--- src/rtl/noc_inject_arbiter_if.sv ---
// Handshake bundle between local packet sources and the injection arbiter.
// The master is the source/router side; the slave is the arbiter.
interface noc_inject_arbiter_if #(
  parameter int NUM_REQ = 4,
  parameter int NUM_VC  = 4,
  parameter int FLIT_W  = 34
);
  logic [NUM_REQ-1:0]        req_valid;
  logic [NUM_REQ*FLIT_W-1:0] req_flit;
  logic [NUM_REQ-1:0]        req_ready;
  logic [NUM_VC-1:0]         out_ready;
  logic [NUM_VC-1:0]         out_valid;
  logic [FLIT_W-1:0]         out_flit;
  logic [NUM_VC-1:0]         vc_busy;
  logic                      err;

  modport master (
    output req_valid, req_flit, out_ready,
    input  req_ready, out_valid, out_flit, vc_busy, err
  );

  modport slave (
    input  req_valid, req_flit, out_ready,
    output req_ready, out_valid, out_flit, vc_busy, err
  );
endinterface

--- src/rtl/noc_inject_arbiter.sv ---
// Wormhole injection arbiter: binds requesters to free VCs on header flits and
// round-robin switches one flit per cycle onto the shared router input link.
module noc_inject_arbiter #(
  parameter int NUM_REQ = 4,
  parameter int NUM_VC  = 4,
  parameter int FLIT_W  = 34
) (
  input  logic             noc_clk,
  input  logic             noc_rst,
  noc_inject_arbiter_if.slave bus
);
  localparam int RW = (NUM_REQ > 1) ? $clog2(NUM_REQ) : 1;
  localparam int VW = (NUM_VC > 1) ? $clog2(NUM_VC) : 1;

  logic [RW-1:0]      rr_ptr_q, rr_ptr_d;
  logic [NUM_REQ-1:0] bound_q, bound_d;
  logic [VW-1:0]      req_vc_q [NUM_REQ];
  logic [VW-1:0]      req_vc_d [NUM_REQ];
  logic [NUM_VC-1:0]  vc_busy_q, vc_busy_d;
  logic [NUM_VC-1:0]  out_valid_q, out_valid_d;
  logic [FLIT_W-1:0]  out_flit_q, out_flit_d;
  logic               err_q, err_d;

  logic [NUM_VC-1:0]  free_ready;
  logic [VW-1:0]      alloc_vc;
  logic [NUM_REQ-1:0] hdr, tail, elig, drain, req_ready;
  logic               grant;
  logic [RW-1:0]      grant_idx;
  logic [VW-1:0]      grant_vc;
  logic [FLIT_W-1:0]  grant_flit;

  // Eligibility and the lowest free-and-ready VC for a fresh header.
  // NOTE: every always_comb output gets a default before any branch so no latch is inferred.
  always_comb begin
    free_ready = ~vc_busy_q & bus.out_ready;
    alloc_vc   = '0;
    for (int v = NUM_VC - 1; v >= 0; v--) begin
      if (free_ready[v]) alloc_vc = VW'(v);
    end
    hdr   = '0;
    tail  = '0;
    elig  = '0;
    drain = '0;
    for (int i = 0; i < NUM_REQ; i++) begin
      hdr[i]   = bus.req_flit[i*FLIT_W + FLIT_W - 1];
      tail[i]  = bus.req_flit[i*FLIT_W + FLIT_W - 2];
      elig[i]  = bus.req_valid[i] &
                 (bound_q[i] ? bus.out_ready[req_vc_q[i]] : (hdr[i] & (|free_ready)));
      drain[i] = bus.req_valid[i] & ~bound_q[i] & ~hdr[i];
    end
  end

  // Round-robin search starting at the pointer.
  always_comb begin
    int p;
    grant     = 1'b0;
    grant_idx = '0;
    for (int k = 0; k < NUM_REQ; k++) begin
      p = int'(rr_ptr_q) + k;
      if (p >= NUM_REQ) p = p - NUM_REQ;
      if (!grant && elig[p]) begin
        grant     = 1'b1;
        grant_idx = RW'(p);
      end
    end
    grant_vc   = bound_q[grant_idx] ? req_vc_q[grant_idx] : alloc_vc;
    grant_flit = bus.req_flit[int'(grant_idx)*FLIT_W +: FLIT_W];
    req_ready  = drain;
    if (grant) req_ready[grant_idx] = 1'b1;
  end

  always_comb begin
    rr_ptr_d    = rr_ptr_q;
    bound_d     = bound_q;
    req_vc_d    = req_vc_q;
    vc_busy_d   = vc_busy_q;
    out_valid_d = '0;
    out_flit_d  = out_flit_q;
    err_d       = err_q | (|drain);
    if (grant) begin
      out_valid_d[grant_vc] = 1'b1;
      out_flit_d            = grant_flit;
      // A header inside an open packet is forwarded as body but flagged.
      if (bound_q[grant_idx] && hdr[grant_idx]) err_d = 1'b1;
      if (tail[grant_idx]) begin
        bound_d[grant_idx]  = 1'b0;
        vc_busy_d[grant_vc] = 1'b0;
      end else if (!bound_q[grant_idx]) begin
        bound_d[grant_idx]  = 1'b1;
        req_vc_d[grant_idx] = alloc_vc;
        vc_busy_d[alloc_vc] = 1'b1;
      end
      rr_ptr_d = (grant_idx == RW'(NUM_REQ - 1)) ? '0 : grant_idx + 1'b1;
    end
  end

  // NOTE: state flops use non-blocking assignments so every flop samples pre-edge values.
  always_ff @(posedge noc_clk) begin
    if (noc_rst) begin
      rr_ptr_q    <= '0;
      bound_q     <= '0;
      vc_busy_q   <= '0;
      out_valid_q <= '0;
      out_flit_q  <= '0;
      err_q       <= 1'b0;
      // NOTE: the binding table is tiny and reset so no stale VC index survives a reset.
      for (int i = 0; i < NUM_REQ; i++) req_vc_q[i] <= '0;
    end else begin
      rr_ptr_q    <= rr_ptr_d;
      bound_q     <= bound_d;
      vc_busy_q   <= vc_busy_d;
      out_valid_q <= out_valid_d;
      out_flit_q  <= out_flit_d;
      err_q       <= err_d;
      for (int i = 0; i < NUM_REQ; i++) req_vc_q[i] <= req_vc_d[i];
    end
  end

  assign bus.req_ready = req_ready;
  assign bus.out_valid = out_valid_q;
  assign bus.out_flit  = out_flit_q;
  assign bus.vc_busy   = vc_busy_q;
  assign bus.err       = err_q;
endmodule

--- src/flat_wrapper.sv ---
// flat-port wrapper written by rule: the top's interface ports become plain ports
module noc_inject_arbiter_flat 
#(
  parameter int NUM_REQ = 4,
  parameter int NUM_VC  = 4,
  parameter int FLIT_W  = 34
)
  (noc_clk, noc_rst, bus_req_valid, bus_req_flit, bus_out_ready, bus_req_ready, bus_out_valid, bus_out_flit, bus_vc_busy, bus_err);
  noc_inject_arbiter_if #(.NUM_REQ(NUM_REQ), .NUM_VC(NUM_VC), .FLIT_W(FLIT_W)) bus_i ();
  input  logic noc_clk;
  input  logic noc_rst;
  input wire logic [$bits(bus_i.req_valid)-1:0] bus_req_valid;
  input wire logic [$bits(bus_i.req_flit)-1:0] bus_req_flit;
  input wire logic [$bits(bus_i.out_ready)-1:0] bus_out_ready;
  output wire logic [$bits(bus_i.req_ready)-1:0] bus_req_ready;
  output wire logic [$bits(bus_i.out_valid)-1:0] bus_out_valid;
  output wire logic [$bits(bus_i.out_flit)-1:0] bus_out_flit;
  output wire logic [$bits(bus_i.vc_busy)-1:0] bus_vc_busy;
  output wire logic [$bits(bus_i.err)-1:0] bus_err;
  assign bus_i.req_valid = bus_req_valid;
  assign bus_i.req_flit = bus_req_flit;
  assign bus_i.out_ready = bus_out_ready;
  assign bus_req_ready = bus_i.req_ready;
  assign bus_out_valid = bus_i.out_valid;
  assign bus_out_flit = bus_i.out_flit;
  assign bus_vc_busy = bus_i.vc_busy;
  assign bus_err = bus_i.err;
  noc_inject_arbiter #(.NUM_REQ(NUM_REQ), .NUM_VC(NUM_VC), .FLIT_W(FLIT_W)) u_core (.noc_clk(noc_clk), .noc_rst(noc_rst), .bus(bus_i));
endmodule
--- config.mk ---
export PLATFORM = sky130hd
export DESIGN_NAME = noc_inject_arbiter_flat
export DESIGN_NICKNAME = d
export VERILOG_FILES = /design/src/rtl/noc_inject_arbiter_if.sv /design/src/rtl/noc_inject_arbiter.sv /design/src/flat_wrapper.sv
export SDC_FILE = /design/constraint.sdc
export NUM_CORES = 1
export LEC_CHECK = 0
export ABC_CLOCK_PERIOD_IN_PS = 3170
export CAP_MARGIN = 20
export CORE_AREA = 4 4 118 120
export DETAILED_ROUTE_END_ITERATION = 8
export DIE_AREA = 0 0 122 124
export GPL_ROUTABILITY_DRIVEN = 0
export HOLD_SLACK_MARGIN = 0.08
export PLACE_DENSITY = 0.64
export SLEW_MARGIN = 20
export SYNTH_ARGS = -nofsm -noshare
export SYNTH_HDL_FRONTEND = slang
export SYNTH_SLANG_ARGS = --single-unit
--- constraint.sdc ---
create_clock -name noc_clk -period 3.17 [get_ports noc_clk]
set_input_delay 0.317 -clock noc_clk [delete_from_list [all_inputs] [get_ports noc_clk]]
set_output_delay 0.317 -clock noc_clk [all_outputs]
set_load 0.05 [all_outputs]
* Word-level counts from Yosys, hierarchy flattened
Cells that the tools add are included.
** Operators by class
- Add/sub/neg operators :: 8
- Bitwise gates (word level) :: 38
- Div/mod/pow operators :: 0
- Multipliers :: 1
- $lt $le $gt $ge :: 20
- Equality and inequality tests :: 2
- Mux-type cells :: 67
- Shift-type cells :: 1
- Reductions and logical operators :: 16
** Operator list (count)
- 136-bit by 32-bit indexed part select with 34-bit output :: 1
- 32-bit by 4-bit less-than comparator with 1-bit output (second input constant) :: 4
- 32-bit 2-to-1 mux :: 4
- 32-bit by 4-bit greater-or-equal comparator with 1-bit output (second input constant) :: 3
- 32-bit by 4-bit subtractor with 32-bit output (second input constant) :: 3
- 1-bit 2-to-1 mux :: 28
- 2-bit 2-to-1 mux :: 13
- 1-bit binary-select mux with 2-bit select :: 11
- 2-bit by 3-bit less-than comparator with 1-bit output (second input constant) :: 7
- 4-bit 2-to-1 mux :: 5
- 1-bit AND :: 16
- 4-bit AND :: 3
- 4-bit NOT :: 3
- 4-bit OR :: 3
- 1-bit NOT :: 11
- 8-bit bitwise mux :: 1
- 1-bit logical AND :: 8
- 4-bit OR reduction :: 2
- 2-bit by 5-bit multiplier with 7-bit output (second input constant) :: 1
- 2-bit by 2-bit adder with 3-bit output (second input constant) :: 2
- 1-bit demux with 2-bit select :: 3
- 2-bit by 1-bit greater-or-equal comparator with 1-bit output (second input constant) :: 3
- 2-bit binary-select mux with 2-bit select :: 1
- 2-bit demux with 2-bit select :: 1
- other kinds (14) :: 16
** Word-level totals
- Word-level logic and storage cells :: 163
- RAM bits :: 0
- Bits of input ports :: 146
- ROM bits :: 0
- Bits in registers :: 57
- Bits in latches :: 0
- Memories :: 0

* Logic depth before layout (Yosys ltp)
- Depth after elaboration :: 31
- Gate-level depth with buffers :: 12
- Mapped depth without buffers :: 11

* Worst setup path after synthesis
OpenSTA, ideal clock, no wires.
- Path kind :: reg-to-output
- Start :: register u_core.vc_busy_q[2], in the netlist u_core.bus.vc_busy[2]
- End :: output port bus_req_ready[2]
- Arrival :: 3.033 ns
- Cell stages (with the launch flop) :: 11
- Setup slack :: -0.180 ns
- Required time :: 2.853 ns
- Path buffers :: 2
- Cell sequence :: dfxtp_1 > nand2b_2 > a41oi_1 > o21ai_1 > a22oi_1 > nor2_1 > clkbuf_1 > clkbuf_1 > ha_1 > and2_1 > a21o_1
** On the way
- Longest elaborated chain between the ends :: 25
** RTL lines
- start, declared :: RTL line noc_inject_arbiter.sv:19 : logic [NUM_VC-1:0] vc_busy_q, vc_busy_d;
- start signal, assigned :: RTL line noc_inject_arbiter.sv:111 : vc_busy_q <= vc_busy_d;
- 4-bit NOT (*) :: RTL line noc_inject_arbiter.sv:35 : free_ready = ~vc_busy_q & bus.out_ready;
- 4-bit AND (*) :: RTL line noc_inject_arbiter.sv:35
- 4-bit OR reduction (*) :: RTL line noc_inject_arbiter.sv:48 : (bound_q[i] ? bus.out_ready[req_vc_q[i]] : (hdr[i] & (|free_ready)));
- 1-bit AND :: RTL line noc_inject_arbiter.sv:48
- 1-bit 2-to-1 mux :: RTL line noc_inject_arbiter.sv:48
- 1-bit AND :: RTL line noc_inject_arbiter.sv:47 : elig[i] = bus.req_valid[i] &
- 1-bit binary-select mux with 2-bit select :: RTL line noc_inject_arbiter.sv:61 : if (!grant && elig[p]) begin
- 1-bit 2-to-1 mux (not written as such) (2 in series) :: RTL line noc_inject_arbiter.sv:61
- (+8 left out)
- 1-bit logical AND :: RTL line noc_inject_arbiter.sv:61
- 2-bit 2-to-1 mux :: RTL line noc_inject_arbiter.sv:61
- 2-bit by 3-bit less-than comparator with 1-bit output (not written as such) / 2-bit by 1-bit greater-or-equal comparator with 1-bit output (equally long branches) :: RTL line noc_inject_arbiter.sv:69 : if (grant) req_ready[grant_idx] = 1'b1;
- 1-bit logical AND (not written as such) :: RTL line noc_inject_arbiter.sv:69
- 1-bit 2-to-1 mux (not written as such) :: RTL line noc_inject_arbiter.sv:69
- 1-bit demux with 2-bit select
- 4-bit OR (no line)
- 4-bit 2-to-1 mux (*) :: RTL line noc_inject_arbiter.sv:69
- end, declared :: RTL line flat_wrapper.sv:15 : output wire logic [$bits(bus_i.req_ready)-1:0] bus_req_ready;
Every way passes the cells marked *; elsewhere a longest branch is shown, timed or not. The select of a mux whose other input is x is not followed.

* Final worst setup path
- Start :: register u_core.req_vc_q[2] in the netlist's numbering
- End :: output port bus_req_ready[0]
** On the way
- Longest elaborated chain between the ends :: 23
** RTL lines
- start, declared :: RTL line noc_inject_arbiter.sv:17 : logic [VW-1:0] req_vc_q [NUM_REQ];
- 1-bit binary-select mux with 2-bit select (*) :: RTL line noc_inject_arbiter.sv:48
- 1-bit 2-to-1 mux (not written as such) (*) :: RTL line noc_inject_arbiter.sv:48
- 1-bit 2-to-1 mux (*) :: RTL line noc_inject_arbiter.sv:48
- 1-bit AND (*) :: RTL line noc_inject_arbiter.sv:47
- 1-bit binary-select mux with 2-bit select :: RTL line noc_inject_arbiter.sv:61
- 1-bit 2-to-1 mux (not written as such) (2 in series) :: RTL line noc_inject_arbiter.sv:61
- 1-bit 2-to-1 mux :: RTL line noc_inject_arbiter.sv:61
- 1-bit logical NOT :: RTL line noc_inject_arbiter.sv:61
- (+6 left out)
- 1-bit logical AND :: RTL line noc_inject_arbiter.sv:61
- 2-bit 2-to-1 mux :: RTL line noc_inject_arbiter.sv:61
- 2-bit by 3-bit less-than comparator with 1-bit output (not written as such) / 2-bit by 1-bit greater-or-equal comparator with 1-bit output (equally long branches) :: RTL line noc_inject_arbiter.sv:69
- 1-bit logical AND (not written as such) :: RTL line noc_inject_arbiter.sv:69
- 1-bit 2-to-1 mux (not written as such) :: RTL line noc_inject_arbiter.sv:69
- 1-bit demux with 2-bit select
- 4-bit OR (no line)
- 4-bit 2-to-1 mux (*) :: RTL line noc_inject_arbiter.sv:69
Marks and branches as above.

==> flow_summary_export.csv <==
group,metric,value,unit
status,status,"complete, no violations",
sta,setup_viol_count_final,0,
grt,first_global_vias,4636,
setup_path,cp.required,2850,ps
clock_network,cts_post_setup_buffers_inserted,0,
setup_path,timing.critical_path.from,"u_core.req_vc_q[2]",
pwr,pwr_density_cell,717.3,nW/µm²
clock_network,cts.sink_count,57,
synth,yosys_most_used_dff,"dfxtp_1",
route,avgViaCountPerCell,4.981,
clock_network,clock_tree.root_cell,"clkbuf_16",
finish,final_layout_size_suffix_gt1_share,11.21,%
setup_path,timing.rr.start,"u_core.req_vc_q[2]",
route,drc_markers,0,
clock_network,bufs_on_longest_clock_path,2,
clock_network,cts_tree,"done",
place,place_worst_setup_slack,-180.8,ps
clock_network,total_of_hold_buffers_inserted_after_clock_tree_synthesis,0,
floorplanning,placementRows,42,
grt,total_grt_overflow,0,
finish,diodes,0,
pwr,p_leak,2.574,nW
sta,period_share,96.52,%
route,detailroute.wirelength.met2,7458,µm
grt,grt_antenna_before_repair,0,
synth,number_of_enable_type_register_cells_in_the_synthesized_netlist,0,
setup_path,timing.critical_path.to,"bus_req_ready[0]",
place,port_buffers,192,
setup_path,worstPathMaxFanout,5,
hold_path,min-delay-path-class,"reg -> reg",
sta,finalWorstPathRequiredPeriod,3060,ps
clock_network,path_clk_slew,50,ps
grt,grt_start_max_net_pins,59,
setup_path,startpoint_type,"register",
finish,finalNetCount,912,
finish,final_cell_count_no_fill,943,
route,vias,4697,
route,wirelength,15290,µm
place,dp_cells,927,
route,wire_per_inst,16.21,µm
clock_network,cts-buffers-inserted,9,
floorplanning,die-area,15130,µm²
setup_path,worst_r2r_path_depth,10,
synth,synthArstFlopShare,0,%
pwr,post_layout_total_power,0.004607,W
sta,clock.fmax,326.8,MHz
route,dr.pass1.iters,5,
pwr,vdd_ir_drop_max,320.0,µV
grt,track_usage,19.75,%
setup_path,end_kind,"output pin",
setup_path,critical_path_arrival,2740,ps
sta,maxSlewHeadroom,61.82,%
synth,synth.net_count,715,
route,postRouteAntennaNets,0,
sta,maxSlewViolCount,0,
sta,fin_tns_setup,0,ps
synth,synth-seq-cells,57,
synth,average_size_of_a_mapped_cell,6.708,µm²
floorplanning,pin_count,193,
grt,grt_first_pass_wirelength,23630,µm
sta,final-hold-violation-count,0,
sta,fin_worst_skew,5.670,ps
synth,synth_seq_area_share,30.11,%
synth,synthesis.instances,565,
finish,final_core_utilization,49.48,%
floorplanning,die_height,124,µm
floorplanning,die_x,122,µm
sta,grt_setup_unrepaired,"false",
job,max_cap_viol_count,0,
place,detailedPlacementHpwl,11930,µm
synth,synthesis.yosys.warnings,0,
clock_network,source_to_sink_clock_delay_at_the_later_pin_of_the_worst_skew_pair,310,ps
sta,timing.final.ws_setup,110.4,ps
route,routed-wl-met3,1067,µm
synth,post_synth_num_cell_types,55,
floorplanning,fp.coreArea,12980,µm²
sta,tightestPinTransition,572.7,ps
route,met1_length,6309,µm
setup_path,reg2reg_slack,350,ps
finish,layout-area-overhead-vs-synth,69.46,%
setup_path,r2r_end,"u_core.bus.vc_busy[1]",
synth,netlist_area,3790,µm²
route,highest-signal-layer,"met4",
route,drt_iter0_markers,239,
setup_path,critPathKind,"reg -> out",
clock_network,cts_max_level,3,
floorplanning,initial_utilization,29.20,%
[metrics by stage]
step | hold WS (ps) | instance area (µm²)
6_report | 446.1 | 6422
5_1_grt | 462.8 | 6422
4_1_cts | 450.2 | 6405
3_5_place_dp | 444.4 | 6045
3_3_place_gp | 438.1 | 6045
2_1_floorplan | 466.5 | 3795
[worst min path at each step]
stage	start	end	slack (ps)	cells past startpoint
floorplan	u_core.req_vc_q[2]	u_core.req_vc_q[2]	470	2
detailed placement	u_core.bus.out_flit[11]	u_core.bus.out_flit[11]	440	2
CTS	u_core.bus.out_flit[11]	u_core.bus.out_flit[11]	450	2
finish	u_core.bus.out_flit[1]	u_core.bus.out_flit[1]	450	2
global placement	u_core.bus.out_flit[27]	u_core.bus.out_flit[27]	440	2
global route	u_core.bus.out_flit[29]	u_core.bus.out_flit[29]	460	2
[cell families (layout without fill, tap and decap cells)]
logic type | Yosys count | count (layout) | synth area share, %
AOI/OAI and AO/OA | 95 | 95 | 17.47
muxes | 16 | 16 | 4.655
DFF | 57 | 57 | 30.11
adders and majority gates | 4 | 4 | 1.321
and+or+nand+nor | 346 | 346 | 41.24
buffers and inverters | 47 | 249 | 5.216
[per-layer routing]
metal  vias to the layer above  GRT usage [%]
met3                        32          5.086
li1                       2354              -
met2                       189          32.53
met5                         -              0
met4                         0          7.913
met1                      2122          24.71
[power breakdown]
part / internal, W / switching (W)
clock: 0.000788 / 0.000333
combinational: 0.000973 / 0.00152
sequential: 0.000878 / 0.000111
[sequential cells by signal (all words and copies together), names as in the netlist, named ones only]
| register | count |
|---|---|
| u_core.bus.out_flit | 34 |
| u_core.req_vc_q | 8 |
| u_core.bus.err | 1 |
| u_core.bus.out_valid | 4 |
| u_core.rr_ptr_q | 2 |
| u_core.bus.vc_busy | 4 |
[cells in the mapped netlist, drive strengths merged, types with 2 or more instances]
cell,number,share of area [%]
a21boi,3,0.59
o21ai,8,1.1
a21oi,48,6.5
o32ai,2,1.2
nand3b,3,0.59
o22ai,4,0.66
nand4b,2,0.46
a21o,3,0.59
inv,7,0.69
a211oi,4,0.79
clkbuf,24,2.4
nand3,110,15
nor3b,4,0.92
o211a,2,0.53
nand2b,11,1.9
or2,2,0.33
nand2,179,18
mux2i,15,4.1
and2,9,1.5
a221oi,3,1.2
and3,3,0.50
nor2,16,1.6
nor3,5,0.79
dfxtp,57,30
buf,16,2.1
a41oi,5,1.4
a32o,3,0.79
o21a,2,0.40
ha,4,1.3
[critical path: stages, from the launching register on]
cell and delay (ps):
dfxtp_2 390, mux4_2 510, nand2_1 120, a21o_1 130
o211a_1 170, and2_4 180, inv_2 80, ha_1 200
and2_1 150, or2_2 290, buf_4 190
[what timing repair did]
action                                 4_1_cts  5_1_grt
gates cloned                                 0        0
gates resized for setup                      8        5
setup endpoints to repair                    3        3
endpoints found under the hold margin        0        0
[final cells by class]
type | count | area [µm²]
well taps | 176 | 220.2
clock inverters | 5 | 102.6
clock buffers | 11 | 242.7
inverters | 7 | 26.28
flip-flops and latches | 57 | 1150
repair buffers | 226 | 2182
multi-input cells | 461 | 2499
fillers | 1287 | 6558
[placed cells by master (no fill, tap or decap), types with 4 or more instances in the layout]
cell             synthesis  final
clkdlybuf4s50_1          0    183
nand2_1                179    179
nand3_1                110    109
dfxtp_1                 57     50
a21oi_1                 46     46
buf_4                    1     36
nor2_1                  16     15
mux2i_1                 14     14
clkbuf_16                0      9
and2_1                   8      8
nand2b_1                 9      7
dfxtp_2                  0      7
o21ai_0                  6      6
inv_1                    6      5
nor3_1                   4      4
a211oi_1                 4      4
ha_1                     4      4
dlygate4sd2_1            0      4
(Power assumes the default switching activity.)
